**src/rtl/axi4_lite_arbiter_if.sv**
```systemverilog
// AXI4-Lite bundle used on both upstream master ports and the merged downstream port.
interface axi4_lite_interface #(
  parameter int unsigned ADDR_W = 32,
  parameter int unsigned DATA_W = 32
);
  logic                  awvalid;
  logic                  awready;
  logic [ADDR_W-1:0]     awaddr;
  logic                  wvalid;
  logic                  wready;
  logic [DATA_W-1:0]     wdata;
  logic [DATA_W/8-1:0]   wstrb;
  logic                  bvalid;
  logic                  bready;
  logic [1:0]            bresp;
  logic                  arvalid;
  logic                  arready;
  logic [ADDR_W-1:0]     araddr;
  logic                  rvalid;
  logic                  rready;
  logic [DATA_W-1:0]     rdata;
  logic [1:0]            rresp;

  modport master (
    output awvalid, awaddr, wvalid, wdata, wstrb, bready, arvalid, araddr, rready,
    input  awready, wready, bvalid, bresp, arready, rvalid, rdata, rresp
  );

  modport slave (
    input  awvalid, awaddr, wvalid, wdata, wstrb, bready, arvalid, araddr, rready,
    output awready, wready, bvalid, bresp, arready, rvalid, rdata, rresp
  );
endinterface

```
**src/rtl/axi4_lite_arbiter.sv**
```systemverilog
// 2:1 AXI4-Lite arbiter: IFU (m0) and LSU (m1) share one downstream port.
// One outstanding transaction at a time; the grant is held until its response completes.
module axi4_lite_arbiter #(
  parameter int unsigned ADDR_W   = 32,
  parameter int unsigned DATA_W   = 32,
  parameter int unsigned ARB_MODE = 0
) (
  input  logic                clk,
  input  logic                rst_n,
  axi4_lite_interface.slave   m0,
  axi4_lite_interface.slave   m1,
  axi4_lite_interface.master  s
);
  localparam int unsigned STRB_W = DATA_W / 8;

  typedef enum logic [2:0] {
    IDLE  = 3'd0,
    RD_A  = 3'd1,
    RD_D  = 3'd2,
    WR_AW = 3'd3,
    WR_B  = 3'd4
  } state_t;

  state_t r_state, w_state_nxt;
  logic   r_gnt, w_gnt_nxt;
  logic   r_last_gnt, w_last_gnt_nxt;
  logic   r_aw_done, w_aw_done_nxt;
  logic   r_w_done, w_w_done_nxt;

  // Request signals from the currently granted master
  logic                w_sel_arvalid, w_sel_rready, w_sel_awvalid, w_sel_wvalid, w_sel_bready;
  logic [ADDR_W-1:0]   w_sel_araddr, w_sel_awaddr;
  logic [DATA_W-1:0]   w_sel_wdata;
  logic [STRB_W-1:0]   w_sel_wstrb;

  // Response signals destined for the granted master
  logic                w_rsp_arready, w_rsp_rvalid, w_rsp_awready, w_rsp_wready, w_rsp_bvalid;
  logic [DATA_W-1:0]   w_rsp_rdata;
  logic [1:0]          w_rsp_rresp, w_rsp_bresp;

  logic w_req0, w_req1, w_winner, w_win_ar, w_aw_hs, w_w_hs;

  assign w_sel_arvalid = r_gnt ? m1.arvalid : m0.arvalid;
  assign w_sel_araddr  = r_gnt ? m1.araddr  : m0.araddr;
  assign w_sel_rready  = r_gnt ? m1.rready  : m0.rready;
  assign w_sel_awvalid = r_gnt ? m1.awvalid : m0.awvalid;
  assign w_sel_awaddr  = r_gnt ? m1.awaddr  : m0.awaddr;
  assign w_sel_wvalid  = r_gnt ? m1.wvalid  : m0.wvalid;
  assign w_sel_wdata   = r_gnt ? m1.wdata   : m0.wdata;
  assign w_sel_wstrb   = r_gnt ? m1.wstrb   : m0.wstrb;
  assign w_sel_bready  = r_gnt ? m1.bready  : m0.bready;

  assign w_req0   = m0.arvalid | m0.awvalid;
  assign w_req1   = m1.arvalid | m1.awvalid;
  // Round-robin only matters on contention; otherwise the sole requester wins
  assign w_winner = ((ARB_MODE == 1) && w_req0 && w_req1) ? ~r_last_gnt : w_req1;
  assign w_win_ar = w_winner ? m1.arvalid : m0.arvalid;

  assign w_aw_hs  = w_sel_awvalid & ~r_aw_done & s.awready;
  assign w_w_hs   = w_sel_wvalid  & ~r_w_done  & s.wready;

  // State and grant registers
  always_ff @(posedge clk or negedge rst_n) begin
    if (!rst_n) begin
      r_state    <= IDLE;
      r_gnt      <= 1'b0;
      r_last_gnt <= 1'b1;
      r_aw_done  <= 1'b0;
      r_w_done   <= 1'b0;
    end else begin
      r_state    <= w_state_nxt;
      r_gnt      <= w_gnt_nxt;
      r_last_gnt <= w_last_gnt_nxt;
      r_aw_done  <= w_aw_done_nxt;
      r_w_done   <= w_w_done_nxt;
    end
  end

  // Next-state: arbitration in IDLE, then track handshakes of the owned channel
  always_comb begin
    w_state_nxt    = r_state;
    w_gnt_nxt      = r_gnt;
    w_last_gnt_nxt = r_last_gnt;
    w_aw_done_nxt  = r_aw_done;
    w_w_done_nxt   = r_w_done;
    case (r_state)
      IDLE: begin
        if (w_req0 | w_req1) begin
          w_gnt_nxt   = w_winner;
          w_state_nxt = w_win_ar ? RD_A : WR_AW;
        end
      end
      RD_A: if (w_sel_arvalid & s.arready) w_state_nxt = RD_D;
      RD_D: begin
        if (w_sel_rready & s.rvalid) begin
          w_state_nxt    = IDLE;
          w_last_gnt_nxt = r_gnt;
        end
      end
      WR_AW: begin
        w_aw_done_nxt = r_aw_done | w_aw_hs;
        w_w_done_nxt  = r_w_done  | w_w_hs;
        if (w_aw_done_nxt & w_w_done_nxt) begin
          w_state_nxt   = WR_B;
          w_aw_done_nxt = 1'b0;
          w_w_done_nxt  = 1'b0;
        end
      end
      WR_B: begin
        if (w_sel_bready & s.bvalid) begin
          w_state_nxt    = IDLE;
          w_last_gnt_nxt = r_gnt;
        end
      end
      default: w_state_nxt = IDLE;
    endcase
  end

  // Downstream routing: only the channel owned by the current state is forwarded
  always_comb begin
    s.arvalid     = 1'b0;
    s.araddr      = '0;
    s.rready      = 1'b0;
    s.awvalid     = 1'b0;
    s.awaddr      = '0;
    s.wvalid      = 1'b0;
    s.wdata       = '0;
    s.wstrb       = '0;
    s.bready      = 1'b0;
    w_rsp_arready = 1'b0;
    w_rsp_rvalid  = 1'b0;
    w_rsp_rdata   = '0;
    w_rsp_rresp   = '0;
    w_rsp_awready = 1'b0;
    w_rsp_wready  = 1'b0;
    w_rsp_bvalid  = 1'b0;
    w_rsp_bresp   = '0;
    case (r_state)
      RD_A: begin
        s.arvalid     = w_sel_arvalid;
        s.araddr      = w_sel_araddr;
        w_rsp_arready = s.arready;
      end
      RD_D: begin
        s.rready     = w_sel_rready;
        w_rsp_rvalid = s.rvalid;
        w_rsp_rdata  = s.rdata;
        w_rsp_rresp  = s.rresp;
      end
      WR_AW: begin
        s.awvalid     = w_sel_awvalid & ~r_aw_done;
        s.awaddr      = w_sel_awaddr;
        w_rsp_awready = s.awready & ~r_aw_done;
        s.wvalid      = w_sel_wvalid & ~r_w_done;
        s.wdata       = w_sel_wdata;
        s.wstrb       = w_sel_wstrb;
        w_rsp_wready  = s.wready & ~r_w_done;
      end
      WR_B: begin
        s.bready     = w_sel_bready;
        w_rsp_bvalid = s.bvalid;
        w_rsp_bresp  = s.bresp;
      end
      default: ;
    endcase
  end

  // Upstream response steering: only the granted master sees responses
  always_comb begin
    m0.arready = 1'b0; m0.rvalid = 1'b0; m0.rdata = '0; m0.rresp = '0;
    m0.awready = 1'b0; m0.wready = 1'b0; m0.bvalid = 1'b0; m0.bresp = '0;
    m1.arready = 1'b0; m1.rvalid = 1'b0; m1.rdata = '0; m1.rresp = '0;
    m1.awready = 1'b0; m1.wready = 1'b0; m1.bvalid = 1'b0; m1.bresp = '0;
    if (r_gnt) begin
      m1.arready = w_rsp_arready; m1.rvalid = w_rsp_rvalid;
      m1.rdata   = w_rsp_rdata;   m1.rresp  = w_rsp_rresp;
      m1.awready = w_rsp_awready; m1.wready = w_rsp_wready;
      m1.bvalid  = w_rsp_bvalid;  m1.bresp  = w_rsp_bresp;
    end else begin
      m0.arready = w_rsp_arready; m0.rvalid = w_rsp_rvalid;
      m0.rdata   = w_rsp_rdata;   m0.rresp  = w_rsp_rresp;
      m0.awready = w_rsp_awready; m0.wready = w_rsp_wready;
      m0.bvalid  = w_rsp_bvalid;  m0.bresp  = w_rsp_bresp;
    end
  end
endmodule

```
**src/flat_wrapper.sv**
```systemverilog
// flat-port wrapper written by rule: the top's interface ports become plain ports
module axi4_lite_arbiter_flat 
#(
  parameter int unsigned ADDR_W   = 32,
  parameter int unsigned DATA_W   = 32,
  parameter int unsigned ARB_MODE = 0
)
  (clk, rst_n, m0_awvalid, m0_awaddr, m0_wvalid, m0_wdata, m0_wstrb, m0_bready, m0_arvalid, m0_araddr, m0_rready, m0_awready, m0_wready, m0_bvalid, m0_bresp, m0_arready, m0_rvalid, m0_rdata, m0_rresp, m1_awvalid, m1_awaddr, m1_wvalid, m1_wdata, m1_wstrb, m1_bready, m1_arvalid, m1_araddr, m1_rready, m1_awready, m1_wready, m1_bvalid, m1_bresp, m1_arready, m1_rvalid, m1_rdata, m1_rresp, s_awvalid, s_awaddr, s_wvalid, s_wdata, s_wstrb, s_bready, s_arvalid, s_araddr, s_rready, s_awready, s_wready, s_bvalid, s_bresp, s_arready, s_rvalid, s_rdata, s_rresp);
  axi4_lite_interface #(.ADDR_W(ADDR_W), .DATA_W(DATA_W)) m0_i ();
  axi4_lite_interface #(.ADDR_W(ADDR_W), .DATA_W(DATA_W)) m1_i ();
  axi4_lite_interface #(.ADDR_W(ADDR_W), .DATA_W(DATA_W)) s_i ();
  input  logic clk;
  input  logic rst_n;
  input wire logic [$bits(m0_i.awvalid)-1:0] m0_awvalid;
  input wire logic [$bits(m0_i.awaddr)-1:0] m0_awaddr;
  input wire logic [$bits(m0_i.wvalid)-1:0] m0_wvalid;
  input wire logic [$bits(m0_i.wdata)-1:0] m0_wdata;
  input wire logic [$bits(m0_i.wstrb)-1:0] m0_wstrb;
  input wire logic [$bits(m0_i.bready)-1:0] m0_bready;
  input wire logic [$bits(m0_i.arvalid)-1:0] m0_arvalid;
  input wire logic [$bits(m0_i.araddr)-1:0] m0_araddr;
  input wire logic [$bits(m0_i.rready)-1:0] m0_rready;
  output wire logic [$bits(m0_i.awready)-1:0] m0_awready;
  output wire logic [$bits(m0_i.wready)-1:0] m0_wready;
  output wire logic [$bits(m0_i.bvalid)-1:0] m0_bvalid;
  output wire logic [$bits(m0_i.bresp)-1:0] m0_bresp;
  output wire logic [$bits(m0_i.arready)-1:0] m0_arready;
  output wire logic [$bits(m0_i.rvalid)-1:0] m0_rvalid;
  output wire logic [$bits(m0_i.rdata)-1:0] m0_rdata;
  output wire logic [$bits(m0_i.rresp)-1:0] m0_rresp;
  input wire logic [$bits(m1_i.awvalid)-1:0] m1_awvalid;
  input wire logic [$bits(m1_i.awaddr)-1:0] m1_awaddr;
  input wire logic [$bits(m1_i.wvalid)-1:0] m1_wvalid;
  input wire logic [$bits(m1_i.wdata)-1:0] m1_wdata;
  input wire logic [$bits(m1_i.wstrb)-1:0] m1_wstrb;
  input wire logic [$bits(m1_i.bready)-1:0] m1_bready;
  input wire logic [$bits(m1_i.arvalid)-1:0] m1_arvalid;
  input wire logic [$bits(m1_i.araddr)-1:0] m1_araddr;
  input wire logic [$bits(m1_i.rready)-1:0] m1_rready;
  output wire logic [$bits(m1_i.awready)-1:0] m1_awready;
  output wire logic [$bits(m1_i.wready)-1:0] m1_wready;
  output wire logic [$bits(m1_i.bvalid)-1:0] m1_bvalid;
  output wire logic [$bits(m1_i.bresp)-1:0] m1_bresp;
  output wire logic [$bits(m1_i.arready)-1:0] m1_arready;
  output wire logic [$bits(m1_i.rvalid)-1:0] m1_rvalid;
  output wire logic [$bits(m1_i.rdata)-1:0] m1_rdata;
  output wire logic [$bits(m1_i.rresp)-1:0] m1_rresp;
  output wire logic [$bits(s_i.awvalid)-1:0] s_awvalid;
  output wire logic [$bits(s_i.awaddr)-1:0] s_awaddr;
  output wire logic [$bits(s_i.wvalid)-1:0] s_wvalid;
  output wire logic [$bits(s_i.wdata)-1:0] s_wdata;
  output wire logic [$bits(s_i.wstrb)-1:0] s_wstrb;
  output wire logic [$bits(s_i.bready)-1:0] s_bready;
  output wire logic [$bits(s_i.arvalid)-1:0] s_arvalid;
  output wire logic [$bits(s_i.araddr)-1:0] s_araddr;
  output wire logic [$bits(s_i.rready)-1:0] s_rready;
  input wire logic [$bits(s_i.awready)-1:0] s_awready;
  input wire logic [$bits(s_i.wready)-1:0] s_wready;
  input wire logic [$bits(s_i.bvalid)-1:0] s_bvalid;
  input wire logic [$bits(s_i.bresp)-1:0] s_bresp;
  input wire logic [$bits(s_i.arready)-1:0] s_arready;
  input wire logic [$bits(s_i.rvalid)-1:0] s_rvalid;
  input wire logic [$bits(s_i.rdata)-1:0] s_rdata;
  input wire logic [$bits(s_i.rresp)-1:0] s_rresp;
  assign m0_i.awvalid = m0_awvalid;
  assign m0_i.awaddr = m0_awaddr;
  assign m0_i.wvalid = m0_wvalid;
  assign m0_i.wdata = m0_wdata;
  assign m0_i.wstrb = m0_wstrb;
  assign m0_i.bready = m0_bready;
  assign m0_i.arvalid = m0_arvalid;
  assign m0_i.araddr = m0_araddr;
  assign m0_i.rready = m0_rready;
  assign m0_awready = m0_i.awready;
  assign m0_wready = m0_i.wready;
  assign m0_bvalid = m0_i.bvalid;
  assign m0_bresp = m0_i.bresp;
  assign m0_arready = m0_i.arready;
  assign m0_rvalid = m0_i.rvalid;
  assign m0_rdata = m0_i.rdata;
  assign m0_rresp = m0_i.rresp;
  assign m1_i.awvalid = m1_awvalid;
  assign m1_i.awaddr = m1_awaddr;
  assign m1_i.wvalid = m1_wvalid;
  assign m1_i.wdata = m1_wdata;
  assign m1_i.wstrb = m1_wstrb;
  assign m1_i.bready = m1_bready;
  assign m1_i.arvalid = m1_arvalid;
  assign m1_i.araddr = m1_araddr;
  assign m1_i.rready = m1_rready;
  assign m1_awready = m1_i.awready;
  assign m1_wready = m1_i.wready;
  assign m1_bvalid = m1_i.bvalid;
  assign m1_bresp = m1_i.bresp;
  assign m1_arready = m1_i.arready;
  assign m1_rvalid = m1_i.rvalid;
  assign m1_rdata = m1_i.rdata;
  assign m1_rresp = m1_i.rresp;
  assign s_awvalid = s_i.awvalid;
  assign s_awaddr = s_i.awaddr;
  assign s_wvalid = s_i.wvalid;
  assign s_wdata = s_i.wdata;
  assign s_wstrb = s_i.wstrb;
  assign s_bready = s_i.bready;
  assign s_arvalid = s_i.arvalid;
  assign s_araddr = s_i.araddr;
  assign s_rready = s_i.rready;
  assign s_i.awready = s_awready;
  assign s_i.wready = s_wready;
  assign s_i.bvalid = s_bvalid;
  assign s_i.bresp = s_bresp;
  assign s_i.arready = s_arready;
  assign s_i.rvalid = s_rvalid;
  assign s_i.rdata = s_rdata;
  assign s_i.rresp = s_rresp;
  axi4_lite_arbiter #(.ADDR_W(ADDR_W), .DATA_W(DATA_W), .ARB_MODE(ARB_MODE)) u_core (.clk(clk), .rst_n(rst_n), .m0(m0_i), .m1(m1_i), .s(s_i));
endmodule
```
**config.mk**
```make
export PLATFORM = sky130hd
export DESIGN_NAME = axi4_lite_arbiter_flat
export DESIGN_NICKNAME = d
export VERILOG_FILES = /design/src/rtl/axi4_lite_arbiter_if.sv /design/src/rtl/axi4_lite_arbiter.sv /design/src/flat_wrapper.sv
export SDC_FILE = /design/constraint.sdc
export NUM_CORES = 1
export LEC_CHECK = 0
export BUFFER_PORTS_ARGS = -buffer_cell sky130_fd_sc_hd__buf_2
export CORE_AREA = 4 4 171 173
export CTS_CLUSTER_DIAMETER = 200
export CTS_CLUSTER_SIZE = 14
export DETAILED_ROUTE_END_ITERATION = 12
export DIE_AREA = 0 0 175 177
export PLACE_DENSITY_LB_ADDON = 0.1
export REMOVE_ABC_BUFFERS = 1
export SETUP_SLACK_MARGIN = 0.2
export SYNTH_ARGS = -nofsm -noshare
export SYNTH_HDL_FRONTEND = slang
export SYNTH_SLANG_ARGS = --single-unit
```
**constraint.sdc**
```tcl
create_clock -name clk -period 5.3 [get_ports clk]
set_clock_uncertainty 0.15 [all_clocks]
set_input_delay 1.06 -clock clk [delete_from_list [all_inputs] [get_ports clk]]
set_output_delay 1.06 -clock clk [all_outputs]
set_load 0.01 [all_outputs]
```
==> impl_metrics.py <==
metrics = {
    "global_routing": {
        "grt-ovfl-total": 0,
        "antenna_found_initial": 9,
        "grt_pass1_vias": 4097,
        "grt_pass1_wl_um": 26650,
        "grt_max_degree": 89,
        "grt_usage": 0.1138,
    },
    "power": {
        "ir_drop_v": 0.0001841,
        "p_leak_uw": 0.003404,
        "p_per_area_mw_per_mm2": 361.4,
    },
    "timing": {
        "setup-tns-final_ns": 0,
        "worst_pin_slew_ns": 1.087,
        "slew_violations": 0,
        "worst_slack_ns": 1.729,
        "max_freq_mhz": 280.0,
        "slew_headroom": 0.2729,
        "finalSetupViolations": 0,
        "min_period_over_period": 0.6737,
        "finalCriticalPeriod_ns": 3.571,
        "finalHoldViolCount": 0,
        "rsz0062_at_grt": "no",
    },
    "logic_synthesis": {
        "seq_area_frac_synth": 0.05938,
        "postSynth.asyncResetShare": 1.000,
        "yosysUniqueCellTypes": 29,
        "synth_cells": 379,
        "synth_ff_type": "dfrtp_1",
        "synth-edff-count": 0,
        "synth-seq-cells": 6,
        "synth-warning-count": 0,
        "syn_avg_cell_area_um2": 6.672,
        "synth_area_mm2": 0.002529,
    },
    "clock_tree": {
        "ctsHtreeMaxLevel": 1,
        "postCtsHoldBufs": 0,
        "numCtsBuffers": 3,
        "cts_tree": "built",
        "cts_resized": 0,
        "cts_root_buffer": "clkbuf_16",
        "clkTransAtPathRegs_ns": 0.04,
        "cts.path.max_buffers": 2,
        "cts_setup_buffers": 0,
        "clock_sinks": 6,
        "insertion_delay_ns": 0.23,
    },
    "setup_path": {
        "critPathLaunch": "u_core.r_gnt",
        "crit_end": "m1_rdata[23]",
        "critical_path_class": "reg2out",
        "max_stage_delay_ns": 0.74,
        "regToRegSetupSlack_ns": 2.65,
        "end_kind": "primary output",
        "required_ns": 4.09,
        "path_delay_family": "simple AND/OR/NAND/NOR gates",
        "worstReg2RegEnd": "u_core.r_state[0]",
        "path_depth": 4,
        "cp.buffers_inverters": 2,
        "worstReg2RegStart": "u_core.r_gnt",
        "slowest_stage": "nor2_2",
        "start_kind": "flip-flop",
        "reg2reg_depth": 6,
        "cp_max_fo": 34,
        "crit_path_cell_trace": "inv_1 -> nor2_2 -> and2_1 -> buf_2",
        "cp.arrival_ns": 2.36,
    },
    "final_layout": {
        "final_nets": 1046,
        "layout_common_cells": "buf_2, nor2_1, mux2i_1",
        "layout_commonest_cell": "buf_2",
        "fin_util": 0.1875,
        "drive_gt1_frac": 0.5682,
        "syn_to_final_growth_pct": 104.9,
        "design_area_mm2": 0.005181,
    },
    "routing": {
        "first_pass_iters": 5,
        "drt_iter0_drc": 129,
        "antenna_left": 0,
        "detail_route.wl_per_cell_um": 16.58,
        "via_per_inst": 3.513,
        "routed_wl_um": 19440,
        "drc": 0,
        "vias": 4121,
    },
    "run": {
        "maxCapViolCount": 0,
    },
    "die": {
        "start_util": 0.09152,
        "dieArea_mm2": 0.03098,
        "fp.dieW_um": 175,
        "core_mm2": 0.02763,
        "io_pins": 440,
        "rows": 61,
        "die_h_um": 177,
    },
    "placement": {
        "detailed_place_hpwl_um": 17380,
        "dpl_worst_slack_ns": 1.881,
        "placed_cell_area_mm2": 0.005095,
        "io_buffers": 439,
        "finalWeightedCongestion": 0.7462,
    },
    "status": {
        "outcome": "complete, no violations",
    },
    "hold_path": {
        "hold_path_startpoint": "u_core.r_aw_done",
        "hp-class": "reg2reg",
    },
}
## state kept, by name, indices dropped and copies added (netlist names)
name,count
u_core.r_aw_done,1
u_core.r_gnt,1
u_core.r_state,3
u_core.r_w_done,1
## stage by stage
stage	total power [uW]	cells	hold WS, ns
after global routing	2034	1172	0.4479
after global placement	1811	1166	0.4180
after detailed placement	1798	1166	0.4037
after CTS	1931	1170	0.4201
final	1872	1173	0.4163
after floorplan	1202	346	0.3578
## cells by family (layout without fill, tap and decap cells)
logic type,count (synthesis),after routing,share of synthesized area
AOI/OAI and AO/OA,11,11,0.03068
buffers and inverters,38,451,0.06878
DFF,6,6,0.05937
muxes,106,106,0.4201
other,0,3,0
and+or+nand+nor,218,218,0.4211
## routing by layer
| layer | part of all wire | track usage | up-vias |
|---|---|---|---|
| met3 | 0.12 | 0.04764 | 20 |
| met5 | 0.0049 | 0 | - |
| met2 | 0.56 | 0.2383 | 261 |
| met1 | 0.31 | 0.1031 | 1746 |
| met4 | 0.0091 | 0.01375 | 12 |
| li1 | - | - | 2082 |
## layout make-up
class	count	area [um2]
clock buffer	4	78.83
tap	378	473.0
multi-input combinational	335	2205
fill	3301	22450
inverter	5	18.77
timing repair buffer	442	2245
antenna	3	7.507
sequential	6	153.9
## synthesized netlist by cell type (2+ instances only)
cell type / instances / area share
nand3b_1: 2 / 0.0059
buf_4: 2 / 0.0059
and2_1: 68 / 0.17
a21oi_1: 3 / 0.0059
inv_1: 5 / 0.0074
nor3_1: 6 / 0.012
nor2_1: 116 / 0.17
mux2i_1: 105 / 0.42
nand2_1: 4 / 0.0059
nor2_2: 2 / 0.0049
buf_2: 19 / 0.038
or3_1: 2 / 0.0049
nor2b_1: 3 / 0.0074
clkbuf_1: 12 / 0.018
dfrtp_1: 6 / 0.059
and3_1: 10 / 0.025
o21ai_0: 2 / 0.0040
## tightest hold or removal path: stages (launching register included)
cell and delay, ns:
dfrtp_1 0.38, a21oi_1 0.06, nor2_1 0.09
## worst min path at each step
stage | to | cells after the start | slack (ns)
after global routing | u_core.r_aw_done | 2 | 0.45
after floorplan | u_core.r_aw_done | 2 | 0.36
after CTS | u_core.r_aw_done | 2 | 0.42
after detailed placement | u_core.r_aw_done | 2 | 0.40
after global placement | u_core.r_aw_done | 2 | 0.42
final | u_core.r_aw_done | 2 | 0.42
## power breakdown
group / total, uW / switching, uW / internal, uW
clock network: 130 / 29.5 / 100
logic: 1590 / 910 / 684
registers: 149 / 79.4 / 69.1
total: 1870 / 1020 / 854
(Power assumes the default switching activity.)
